<file path="src/rtl/pipe_pkg.sv">
// Shared types and constants for the issue controller in front of the
// 4-stage regbank/ALU/membank pipeline.
package pipe_pkg;

   localparam int REG_N  = 16;
   localparam int MEM_N  = 256;
   localparam int DATA_W = 16;
   localparam int RIDX_W = $clog2(REG_N);
   localparam int ADDR_W = $clog2(MEM_N);
   localparam int FUNC_W = 4;

   typedef logic [DATA_W-1:0] data_t;

   typedef enum logic [FUNC_W-1:0] {
      FUNC_ADD = 4'h0,
      FUNC_SUB = 4'h1,
      FUNC_AND = 4'h2,
      FUNC_OR  = 4'h3,
      FUNC_XOR = 4'h4,
      FUNC_NOP = 4'hF
   } func_e;

   typedef struct packed {
      logic [RIDX_W-1:0] rs1;
      logic [RIDX_W-1:0] rs2;
      logic [RIDX_W-1:0] rd;
      logic [FUNC_W-1:0] func;
      logic [ADDR_W-1:0] addr;
   } instr_t;

endpackage

</file>
<file path="src/rtl/issue_fifo.sv">
// Instruction FIFO with valid/ready push side and a combinational head peek.
module issue_fifo
   import pipe_pkg::*;
#(
   parameter int DEPTH = 4
) (
   input  logic   clk,
   input  logic   rst_n,
   input  logic   push_valid,
   output logic   push_ready,
   input  instr_t push_data,
   input  logic   pop,
   output logic   head_valid,
   output instr_t head_data
);

   localparam int AW = $clog2(DEPTH);

   logic [AW:0] wr_ptr_q, wr_ptr_d;
   logic [AW:0] rd_ptr_q, rd_ptr_d;
   logic [AW:0] count;
   logic        push;
   instr_t      mem_q [DEPTH];

   // Pointers carry one extra bit so full and empty differ without a flag.
   always_comb begin
      count      = wr_ptr_q - rd_ptr_q;
      push_ready = (count != (AW+1)'(DEPTH));
      head_valid = (count != '0);
      push       = push_valid && push_ready;
      wr_ptr_d   = wr_ptr_q + (AW+1)'(push);
      rd_ptr_d   = rd_ptr_q + (AW+1)'(pop && head_valid);
      head_data  = mem_q[rd_ptr_q[AW-1:0]];
   end

   always_ff @(posedge clk or negedge rst_n) begin
      if (!rst_n) begin
         wr_ptr_q <= '0;
         rd_ptr_q <= '0;
      end else begin
         wr_ptr_q <= wr_ptr_d;
         rd_ptr_q <= rd_ptr_d;
      end
   end

   always_ff @(posedge clk) begin
      if (push) mem_q[wr_ptr_q[AW-1:0]] <= push_data;
   end

endmodule

</file>
<file path="src/rtl/pipe_issue_ctrl.sv">
// Issue scheduler: queues instructions, holds back RAW-dependent ones until
// in-flight destinations are readable, and issues one instruction per cycle.
module pipe_issue_ctrl
   import pipe_pkg::*;
#(
   parameter int         DEPTH    = 4,
   parameter int         HAZ_WIN  = 2,
   parameter logic [3:0] NOP_FUNC = FUNC_NOP
) (
   input  logic        clk,
   input  logic        rst_n,
   input  logic        in_valid,
   output logic        in_ready,
   input  logic [3:0]  in_rs1,
   input  logic [3:0]  in_rs2,
   input  logic [3:0]  in_rd,
   input  logic [3:0]  in_func,
   input  logic [7:0]  in_addr,
   input  logic        hold,
   output logic        iss_valid,
   output logic [3:0]  iss_rs1,
   output logic [3:0]  iss_rs2,
   output logic [3:0]  iss_rd,
   output logic [3:0]  iss_func,
   output logic [7:0]  iss_addr,
   output logic        stall,
   output logic        busy,
   output logic [15:0] issued_cnt
);

   // Handshake: a push happens on a rising edge where in_valid && in_ready;
   // in_ready depends only on FIFO occupancy, never on in_valid.
   instr_t in_instr;
   instr_t head;
   logic   head_valid;
   logic   hazard;
   logic   iss_fire;

   logic [HAZ_WIN-1:0] sb_valid_q, sb_valid_d;
   logic [3:0]         sb_rd_q [HAZ_WIN];
   logic [3:0]         sb_rd_d [HAZ_WIN];

   logic        iss_valid_q, iss_valid_d;
   logic [3:0]  iss_rs1_q, iss_rs1_d;
   logic [3:0]  iss_rs2_q, iss_rs2_d;
   logic [3:0]  iss_rd_q, iss_rd_d;
   logic [3:0]  iss_func_q, iss_func_d;
   logic [7:0]  iss_addr_q, iss_addr_d;
   logic [15:0] issued_cnt_q, issued_cnt_d;

   assign in_instr = {in_rs1, in_rs2, in_rd, in_func, in_addr};

   issue_fifo #(.DEPTH(DEPTH)) u_fifo (
      .clk        (clk),
      .rst_n      (rst_n),
      .push_valid (in_valid),
      .push_ready (in_ready),
      .push_data  (in_instr),
      .pop        (iss_fire),
      .head_valid (head_valid),
      .head_data  (head)
   );

   // Both sources are compared for every func code; a writeback landing this
   // same cycle still counts, since regbank is not readable until next cycle.
   always_comb begin
      hazard = 1'b0;
      for (int i = 0; i < HAZ_WIN; i++) begin
         if (sb_valid_q[i] && (head.rs1 == sb_rd_q[i] || head.rs2 == sb_rd_q[i]))
            hazard = 1'b1;
      end
      hazard   = hazard && head_valid;
      iss_fire = head_valid && !hazard && !hold;
      stall    = head_valid && hazard && !hold;
      busy     = head_valid || (|sb_valid_q);

      sb_valid_d    = sb_valid_q;
      sb_rd_d       = sb_rd_q;
      sb_valid_d[0] = iss_fire;
      sb_rd_d[0]    = head.rd;
      for (int i = 1; i < HAZ_WIN; i++) begin
         sb_valid_d[i] = sb_valid_q[i-1];
         sb_rd_d[i]    = sb_rd_q[i-1];
      end

      iss_valid_d  = iss_fire;
      iss_rs1_d    = iss_fire ? head.rs1  : iss_rs1_q;
      iss_rs2_d    = iss_fire ? head.rs2  : iss_rs2_q;
      iss_rd_d     = iss_fire ? head.rd   : iss_rd_q;
      iss_addr_d   = iss_fire ? head.addr : iss_addr_q;
      iss_func_d   = iss_fire ? head.func : NOP_FUNC;
      issued_cnt_d = issued_cnt_q + 16'(iss_fire);
   end

   always_ff @(posedge clk or negedge rst_n) begin
      if (!rst_n) begin
         sb_valid_q   <= '0;
         for (int i = 0; i < HAZ_WIN; i++) sb_rd_q[i] <= '0;
         iss_valid_q  <= 1'b0;
         iss_rs1_q    <= '0;
         iss_rs2_q    <= '0;
         iss_rd_q     <= '0;
         iss_func_q   <= NOP_FUNC;
         iss_addr_q   <= '0;
         issued_cnt_q <= '0;
      end else begin
         sb_valid_q   <= sb_valid_d;
         sb_rd_q      <= sb_rd_d;
         iss_valid_q  <= iss_valid_d;
         iss_rs1_q    <= iss_rs1_d;
         iss_rs2_q    <= iss_rs2_d;
         iss_rd_q     <= iss_rd_d;
         iss_func_q   <= iss_func_d;
         iss_addr_q   <= iss_addr_d;
         issued_cnt_q <= issued_cnt_d;
      end
   end

   assign iss_valid  = iss_valid_q;
   assign iss_rs1    = iss_rs1_q;
   assign iss_rs2    = iss_rs2_q;
   assign iss_rd     = iss_rd_q;
   assign iss_func   = iss_func_q;
   assign iss_addr   = iss_addr_q;
   assign issued_cnt = issued_cnt_q;

endmodule

</file>
<file path="config.mk">
export PLATFORM = sky130hd
export DESIGN_NAME = pipe_issue_ctrl
export DESIGN_NICKNAME = d
export VERILOG_FILES = /design/src/rtl/pipe_pkg.sv /design/src/rtl/issue_fifo.sv /design/src/rtl/pipe_issue_ctrl.sv
export SDC_FILE = /design/constraint.sdc
export NUM_CORES = 1
export LEC_CHECK = 0
export BUFFER_PORTS_ARGS = -buffer_cell sky130_fd_sc_hd__buf_2
export CORE_MARGIN = 2
export CORE_UTILIZATION = 50
export CTS_CLUSTER_DIAMETER = 120
export DETAILED_ROUTE_END_ITERATION = 7
export PLACE_DENSITY = 0.73
export SKIP_CTS_REPAIR_TIMING = 1
export SYNTH_ARGS = -nofsm -noshare
export SYNTH_HDL_FRONTEND = slang
export SYNTH_SLANG_ARGS = --single-unit
export TNS_END_PERCENT = 30
</file>
<file path="constraint.sdc">
create_clock -name clk -period 4.5 [get_ports clk]
set_clock_uncertainty 0.2 [all_clocks]
set_input_delay 0.225 -clock clk [delete_from_list [all_inputs] [get_ports clk]]
set_output_delay 0.225 -clock clk [all_outputs]
set_load 0.1 [all_outputs]
</file>
==> results of run 1 <==
[kinds of logic (layout without fill, tap and decap cells)]
family          count (synthesis)  in the layout  share of synthesized area, %
xor+xnor                       34             34                          5.05
simple gates                   39             39                          3.50
buf+inv                        11            141                          1.40
flops                         152            152                          72.8
mux                            44             44                          13.9
fa+ha+maj                       8              8                          1.70
compound gates                  5              5                          1.66
[per-layer routing]
metal / global-route usage [%] / up-vias / wire [um]
li1: - / 1355 / -
met1: 23.2 / 1541 / 4450
met2: 29.1 / 80 / 5440
met3: 5.29 / 9 / 457
met4: 7.56 / 0 / 150
met5: 0 / - / 0
[synthesized netlist by cell type]
library cell	number
ha_1	8
inv_1	3
buf_6	3
o41ai_4	2
and2_1	1
buf_2	2
dfstp_2	4
nand4_1	2
nor3_1	2
mux2_4	15
nand4_2	1
xor2_1	16
or2_2	1
nand3_1	7
mux2_2	5
buf_12	1
a221oi_1	1
mux4_2	24
and3_1	5
a22oi_1	1
nor2_1	5
nor2b_1	1
edfxtp_1	96
a221oi_4	1
nand2b_1	5
dfrtp_1	52
clkbuf_1	1
nand2_1	8
buf_1	1
xnor2_1	18
or3_1	1
[stage by stage]
stage / setup slack [ns] / instances / hold slack [ns] / area (um2) / TNS (ns)
final: 0.771 / 566 / 0.115 / 7230 / 0
after global routing: 0.411 / 566 / 0.143 / 7230 / 0
after CTS: 0.698 / 541 / -0.220 / 6980 / 0
after detailed placement: 0.719 / 509 / 0.222 / 6440 / 0
after global placement: 0.817 / 509 / 0.213 / 6440 / 0
after floorplan: -0.267 / 293 / -0.271 / 5900 / -12.83
[worst max-delay path by stage]
stage,end,slack [ns],cells after the start
3_5_place_dp,issued_cnt[12],0.72,12
5_1_grt,issued_cnt[12],0.41,12
6_report,issued_cnt[12],0.77,12
2_1_floorplan,u_fifo.mem_q[0][0],-0.27,10
3_3_place_gp,issued_cnt[12],0.82,12
4_1_cts,issued_cnt[12],0.70,12
[flip-flops by register name (all words and copies together), names as in the netlist]
signal,count
iss_func,4
iss_rs1,4
u_fifo.mem_q,96
u_fifo.wr_ptr_q,3
iss_rd,4
iss_addr,8
iss_rs2,4
sb_rd_q,4
sb_rd_d,4
issued_cnt,16
sb_valid_q,2
u_fifo.rd_ptr_q,3
[critical path, stage by stage (launching register included)]
cell and delay, ns:
dfrtp_2 0.82, mux4_2 0.65, xnor2_1 0.16, nand4_1 0.18, o41ai_4 0.14, a221oi_4 0.26, ha_1 0.24, ha_1 0.20
nand3_1 0.12, nor2_1 0.22, nand3_1 0.16, nor2_1 0.15, xor2_1 0.15
[area by class of cell]
cell class | instances | area [um2] | area share (%)
Sequential cell | 152 | 4290 | 59.4
Multi-Input combinational cell | 130 | 1530 | 21.2
Timing Repair Buffer | 106 | 681 | 9.42
Clock buffer | 20 | 447 | 6.18
Tap cell | 143 | 179 | 2.48
Clock inverter | 12 | 83.8 | 1.16
Inverter | 3 | 11.3 | 0.156
==> results.py, run 1 <==
metrics = {
    "outcome": {
        "status": "finished, final reports clean",
    },
    "layout": {
        "layout_commonest_cell": "edfxtp_1",
        "fin_util_pct": 63.0,
        "final_layout_size_suffix_gt1_share_pct": 38.3,
        "antenna_cells": 0,
        "fin_nets": 446,
        "final_cell_mix": "edfxtp_1, buf_2, dfrtp_1, dlygate4sd3_1, mux4_2",
        "area_growth_pct": 22.6,
        "fillCellCount": 807,
    },
    "clock_tree": {
        "worstSkewPairLatency_ns": 0.41,
        "cts.path.max_buffers": 2,
        "cts.htree.levels": 4,
        "cts_tree": "built",
        "clk_pin_slew_ns": 0.06,
        "clockRootBuffer": "clkbuf_16",
        "clock_sinks": 152,
        "numCtsBuffers": 17,
    },
    "sta": {
        "fmax_ghz": 0.268,
        "slew_violations": 0,
        "fin_crit_sh_pct": 82.9,
        "setup_violations": 0,
        "final_hold_viol_count": 0,
        "rsz0062_at_grt": "no",
        "min_period_ns": 3.73,
        "worstMarginPinSlew_ns": 0.851,
        "relSlewSlack_pct": 43.0,
    },
    "setup_path": {
        "cp.required_ns": 4.64,
        "r2r_start": "u_fifo.rd_ptr_q[0]",
        "startpoint": "u_fifo.rd_ptr_q[0]",
        "end_kind": "register",
        "rrSetupSlack_ns": 0.77,
        "r2r-end": "issued_cnt[12]",
        "rr_worst_depth": 12,
        "crit_arrival_ns": 3.86,
        "worstSetupPathType": "register to register",
        "path_max_fanout": 20,
        "start_kind": "register",
    },
    "placement": {
        "io_buffers": 71,
        "dp_hpwl_mm": 6.80,
        "globalplace.congestion": 0.803,
    },
    "hold_path": {
        "holdCritStartpoint": "in_valid",
        "hold_end": "u_fifo.wr_ptr_q[0]",
        "hold_depth": 4,
        "hp-class": "input pin to register",
    },
    "yosys": {
        "yosys.area.top_type": "edfxtp_1",
        "yosys_warnings": 0,
        "yosysSeqAreaShare_pct": 72.8,
        "synth_top_area_share_pct": 48.9,
        "synth_seq_cells": 152,
        "synth_nets": 329,
        "synth.cell_area_um2": 5900,
        "synth_cells": 293,
        "synth.area.top_cells": "edfxtp_1, dfrtp_1, mux4_2",
        "avgSynthCellArea_um2": 20.1,
        "yosys.cell_types.count": 31,
    },
    "floorplanning": {
        "fp.dieW_um": 113,
        "die-area_um2": 12700,
        "rows": 39,
        "core_area_um2": 11500,
        "fp.dieH_um": 113,
        "start_util_pct": 51.4,
        "pin_count": 72,
    },
    "global_routing": {
        "track_usage_pct": 18.1,
        "grt_pass1_vias": 3102,
        "grt-ovfl-total": 0,
        "grt_pass1_wl_mm": 16.7,
        "antenna_found_initial": 0,
        "grt_max_degree": 57,
    },
    "detailed_routing": {
        "wl_per_cell_um": 18.5,
        "wirelength_mm": 10.5,
        "first_iter_violations": 151,
        "drc_errors": 0,
        "vias": 2985,
        "ant_nets": 0,
        "vias_per_cell": 5.27,
        "drt-pass1-iter-count": 4,
    },
    "run": {
        "maxCapViolations": 0,
    },
}
Power of run 1 is left out: the tool's default activity adds up to more than one toggle a clock period on the data nets, which glitch-free logic cannot reach.
==> run 2: changes to the inputs <==
Settings changed: ABC_AREA set to 1.
Clock period 4.5 ns to 3.9 ns, I/O delays scaled along.
==> results.py, run 2 <==
metrics = {
    "global_routing": {
        "grt-ovfl-total": 0,
        "track_usage_pct": 20.9,
        "grt_pass1_vias": 4028,
        "antenna_found_initial": 0,
        "grt_pass1_wl_mm": 20.4,
        "grt_max_degree": 39,
    },
    "sta": {
        "slew_violations": 0,
        "min_period_ns": 3.54,
        "worstMarginPinSlew_ns": 0.858,
        "setup_violations": 0,
        "rsz0062_at_grt": "no",
        "relSlewSlack_pct": 42.8,
        "tns_ns": 0,
        "final_hold_viol_count": 0,
        "fmax_ghz": 0.282,
        "fin_crit_sh_pct": 90.9,
        "hold_slack_ns": 0.0158,
    },
    "placement": {
        "globalplace.congestion": 0.894,
        "dp_hpwl_mm": 8.39,
        "io_buffers": 71,
    },
    "yosys": {
        "synth.most_common_cell": "nand2_1",
        "synth.area.top_cells": "edfxtp_1, dfrtp_1, nand2_1",
        "synth_nets": 559,
        "netlist_top_cells_count": "nand2_1, edfxtp_1, dfrtp_1",
        "synth.cell_area_um2": 6100,
        "synthFlopType": "edfxtp_1",
        "yosys.area.top_type": "edfxtp_1",
        "avgSynthCellArea_um2": 11.7,
        "synth_cells": 523,
        "synth_seq_cells": 152,
        "yosys.cell_types.count": 27,
        "synth_top_area_share_pct": 47.3,
        "async_flop_share_pct": 36.8,
        "synth_edf_count": 96,
        "yosysSeqAreaShare_pct": 70.3,
        "yosys_warnings": 0,
    },
    "floorplanning": {
        "pin_count": 72,
        "start_util_pct": 51.0,
        "rows": 40,
        "die-area_um2": 13100,
        "core_area_um2": 12000,
        "fp.dieW_um": 114,
        "fp.dieH_um": 114,
    },
    "detailed_routing": {
        "first_iter_violations": 349,
        "drc_errors": 0,
        "wl_per_cell_um": 16.9,
        "drt-pass1-iter-count": 4,
        "vias": 4273,
        "ant_nets": 0,
        "wirelength_mm": 13.4,
        "vias_per_cell": 5.40,
    },
    "clock_tree": {
        "clock_sinks": 152,
        "clockRootBuffer": "clkbuf_16",
        "cts.path.max_buffers": 2,
        "worstSkewPairLatency_ns": 0.41,
        "clk_pin_slew_ns": 0.06,
        "cts.htree.levels": 4,
        "cts_tree": "built",
        "numCtsBuffers": 17,
    },
    "setup_path": {
        "crit_arrival_ns": 3.64,
        "cp_slowest_cell": "dfrtp_1",
        "critPathMaxStageDelay_ns": 0.37,
        "end_kind": "register",
        "path_cells": "inv_1, buf_12, nand3_1, nand2_1, nand2_1, nand2_1, nor2_1, nand2_1, nand2_1, nand2_2, nand3_2, inv_1, ha_1, ha_1, nand3_1, nor3b_1, nand3_1, nor3_2, nand4_1, xnor2_1",
        "path_max_fanout": 16,
        "worstSetupPathType": "register to register",
        "cp.required_ns": 4.00,
        "worst_path_most_repeated_cell": "nand2_1",
        "start_kind": "register",
    },
    "layout": {
        "area_growth_pct": 24.7,
        "final_layout_size_suffix_gt1_share_pct": 20.0,
        "final_cell_mix": "nand2_1, edfxtp_1, buf_2, dfrtp_1, nand3_1",
        "largest_reg_flops": 96,
        "antenna_cells": 0,
        "fin_nets": 667,
        "layout_commonest_cell": "nand2_1",
        "fin_util_pct": 63.6,
    },
    "hold_path": {
        "hp-class": "input pin to register",
    },
    "outcome": {
        "status": "finished, final reports clean",
    },
    "run": {
        "maxCapViolations": 0,
    },
}
[run 2: changes by cell type after synthesis, moves of 15 or more]
cell	previous run	this run
mux2_4	15	0
o21ai_0	0	24
nor2_1	5	34
nand2_1	8	140
nand3_1	7	37
nand4_1	2	22
mux4_2	24	0
inv_1	3	29
[run 2: logic make-up after synthesis]
group	Yosys count	share of synthesized area [%]
flops	152	70.3
fa+ha+maj	8	1.64
buf+inv	53	3.71
simple gates	245	17.3
xor+xnor	18	2.59
compound gates	47	4.47
[run 2: final cells by class]
| cell class | instances | area [um2] |
|---|---|---|
| clock buffers | 23 | 490 |
| clock inverters | 9 | 87.6 |
| fillers | 860 | 4350 |
| inverters | 30 | 113 |
| multi-input cells | 318 | 1640 |
| flip-flops and latches | 152 | 4290 |
| well taps | 147 | 184 |
| repair buffers | 112 | 803 |
[run 2: metal layers]
metal	track usage, %	vias to the layer above	wire, um
met4	9.84	0	301
met3	5.29	22	827
met2	32.3	157	6500
li1	-	2027	-
met1	28.0	2067	5760
met5	0	-	0
[run 2: per-stage QoR]
| step | std cells | worst slack (ns) | instance area [um2] |
|---|---|---|---|
| 6_report | 791 | 0.355 | 7610 |
| 5_1_grt | 791 | 0.0127 | 7610 |
| 4_1_cts | 766 | 0.255 | 7350 |
| 3_5_place_dp | 734 | 0.284 | 6770 |
| 3_3_place_gp | 734 | 0.455 | 6770 |
| 2_1_floorplan | 523 | 0.0660 | 6150 |
[run 2: worst paths after layout]
path                               startpoint                  to  slack, ns  cells after the start
max                        u_fifo.rd_ptr_q[1]      issued_cnt[14]       0.36                     20
min                                  in_valid  u_fifo.wr_ptr_q[0]       0.02                      4
max reg2reg                u_fifo.rd_ptr_q[1]      issued_cnt[14]       0.36                     20
min reg2reg                    issued_cnt[15]      issued_cnt[15]       0.26                      1
max in group asynchronous               rst_n         iss_addr[4]       2.49                      3
min in group asynchronous               rst_n      issued_cnt[11]       0.23                      2
[run 2: worst max-delay path, delay by kind of cell (launching register included)]
family / cells / cell delay [ns]
XOR/XNOR: 1 / 0.15
adder cells (fa/ha/maj): 2 / 0.38
buffers and inverters: 3 / 0.54
flip-flops: 1 / 0.37
AND/OR/NAND/NOR: 14 / 1.76
Power of run 2 is left out for the same reason.
==> run 3: changes to the inputs <==
Settings changed: CORE_UTILIZATION 50 to 52, PLACE_DENSITY 0.73 to 0.78.
Clock period 3.9 ns to 2.92 ns, I/O delays scaled along.
==> results.py, run 3 (synthesis results as in run 2) <==
metrics = {
    "layout": {
        "area_growth_pct": 35.0,
        "layout_commonest_cell": "nand2_1",
        "fillCellCount": 754,
        "fin_util_pct": 72.1,
        "antenna_cells": 0,
        "postLayoutCellArea_um2": 8240,
        "largest_reg_flops": 96,
        "fin_nets": 704,
        "final_cell_mix": "nand2_1, edfxtp_1, buf_2, dfrtp_1, buf_4",
        "final_cells": 824,
        "final_layout_size_suffix_gt1_share_pct": 31.9,
    },
    "sta": {
        "relSlewSlack_pct": 38.6,
        "fmax_ghz": 0.315,
        "tns_ns": -1.22,
        "rsz0062_at_grt": "yes",
        "final_hold_viol_count": 0,
        "min_period_ns": 3.18,
        "fin_ws_ns": -0.257,
        "fin_crit_sh_pct": 109,
        "setup_violations": 8,
        "worstMarginPinSlew_ns": 0.921,
        "slew_violations": 0,
    },
    "floorplanning": {
        "start_util_pct": 53.4,
        "rows": 39,
        "fp.dieW_um": 112,
        "core_area_um2": 11400,
        "die-area_um2": 12600,
        "fp.dieH_um": 112,
        "pin_count": 72,
    },
    "detailed_routing": {
        "drc_errors": 0,
        "wirelength_mm": 15.3,
        "drt-pass1-iter-count": 5,
        "ant_nets": 0,
        "vias": 4636,
        "wl_per_cell_um": 18.6,
        "first_iter_violations": 428,
        "vias_per_cell": 5.63,
    },
    "placement": {
        "dp_hpwl_mm": 8.84,
        "dp.cells": 755,
        "dpl_cell_area_um2": 7020,
        "io_buffers": 71,
        "globalplace.congestion": 0.903,
    },
    "global_routing": {
        "grt_pass1_vias": 4544,
        "track_usage_pct": 23.2,
        "grt_max_degree": 41,
        "antenna_found_initial": 0,
        "grt-ovfl-total": 0,
        "grt_pass1_wl_mm": 22.3,
    },
    "setup_path": {
        "cp.required_ns": 3.04,
        "worstSetupPathType": "register to register",
        "start_kind": "register",
        "crit_arrival_ns": 3.29,
        "path_max_fanout": 10,
        "end_kind": "register",
    },
    "clock_tree": {
        "worstSkewPairLatency_ns": 0.43,
        "clockRootBuffer": "clkbuf_16",
        "numCtsBuffers": 17,
        "cts.path.max_buffers": 2,
        "clock_sinks": 152,
        "clk_pin_slew_ns": 0.06,
        "cts_tree": "built",
        "cts.htree.levels": 4,
    },
    "outcome": {
        "violations": "setup timing",
        "status": "complete, but fails checks",
    },
    "run": {
        "maxCapViolations": 0,
    },
    "hold_path": {
        "hp-class": "input pin to register",
    },
}
[run 3: cell count changes in the layout (fill, tap and decap cells not counted), sizes merged]
cell,delta
clkinvlp,+1
buf,+34
dlygate4sd3,+1
bufinv,+1
[run 3: cell type report]
class	instances	area, um2	area share, %
clock buffers	21	472	5.73
clock inverters	11	119	1.44
inverters	30	115	1.40
multi-input cells	318	1890	22.9
flip-flops and latches	152	4290	52.1
well taps	143	179	2.17
repair buffers	149	1170	14.2
[run 3: layer usage]
| metal | up-vias | share of wire (%) | track usage [%] |
|---|---|---|---|
| li1 | 2095 | - | - |
| met1 | 2278 | 39 | 28.9 |
| met2 | 215 | 51 | 38.4 |
| met3 | 48 | 6.3 | 4.86 |
| met4 | 0 | 3.6 | 12.4 |
| met5 | - | 0 | 0 |
[run 3: critical path, stage by stage, from the launching register on]
cell	delay (ns)
dfrtp_2	0.47
inv_4	0.07
buf_12	0.15
nand2_1	0.07
nand3_2	0.11
nand2_2	0.15
nand2_1	0.08
nand2_1	0.08
nor2_1	0.04
nand2_1	0.07
nand2_1	0.07
nand2_2	0.07
nand3_2	0.09
inv_2	0.10
ha_4	0.15
ha_4	0.14
nand3_4	0.07
nor3b_4	0.25
nand3_2	0.14
nor3_4	0.22
nand4_1	0.14
xnor2_1	0.14
[run 3: worst paths after layout]
kind | start | end | slack, ns | cells past startpoint
worst max-delay path | u_fifo.rd_ptr_q[0] | issued_cnt[14] | -0.26 | 21
worst min-delay path | hold | sb_valid_q[0] | 0.07 | 7
worst max register to register | u_fifo.rd_ptr_q[0] | issued_cnt[14] | -0.26 | 21
worst min register to register | sb_rd_d[1] | sb_rd_q[1] | 0.24 | 0
max in group asynchronous | rst_n | iss_rs1[1] | 1.52 | 3
min in group asynchronous | rst_n | issued_cnt[15] | 0.20 | 2
[run 3: per-stage QoR]
stage	hold slack [ns]	setup slack [ns]
floorplan	-0.350	-0.697
global placement	0.116	-0.234
detailed placement	0.133	-0.466
CTS	-0.314	-0.499
global route	0.0877	-0.419
finish	0.0662	-0.257
Power of run 3 is left out for the same reason.
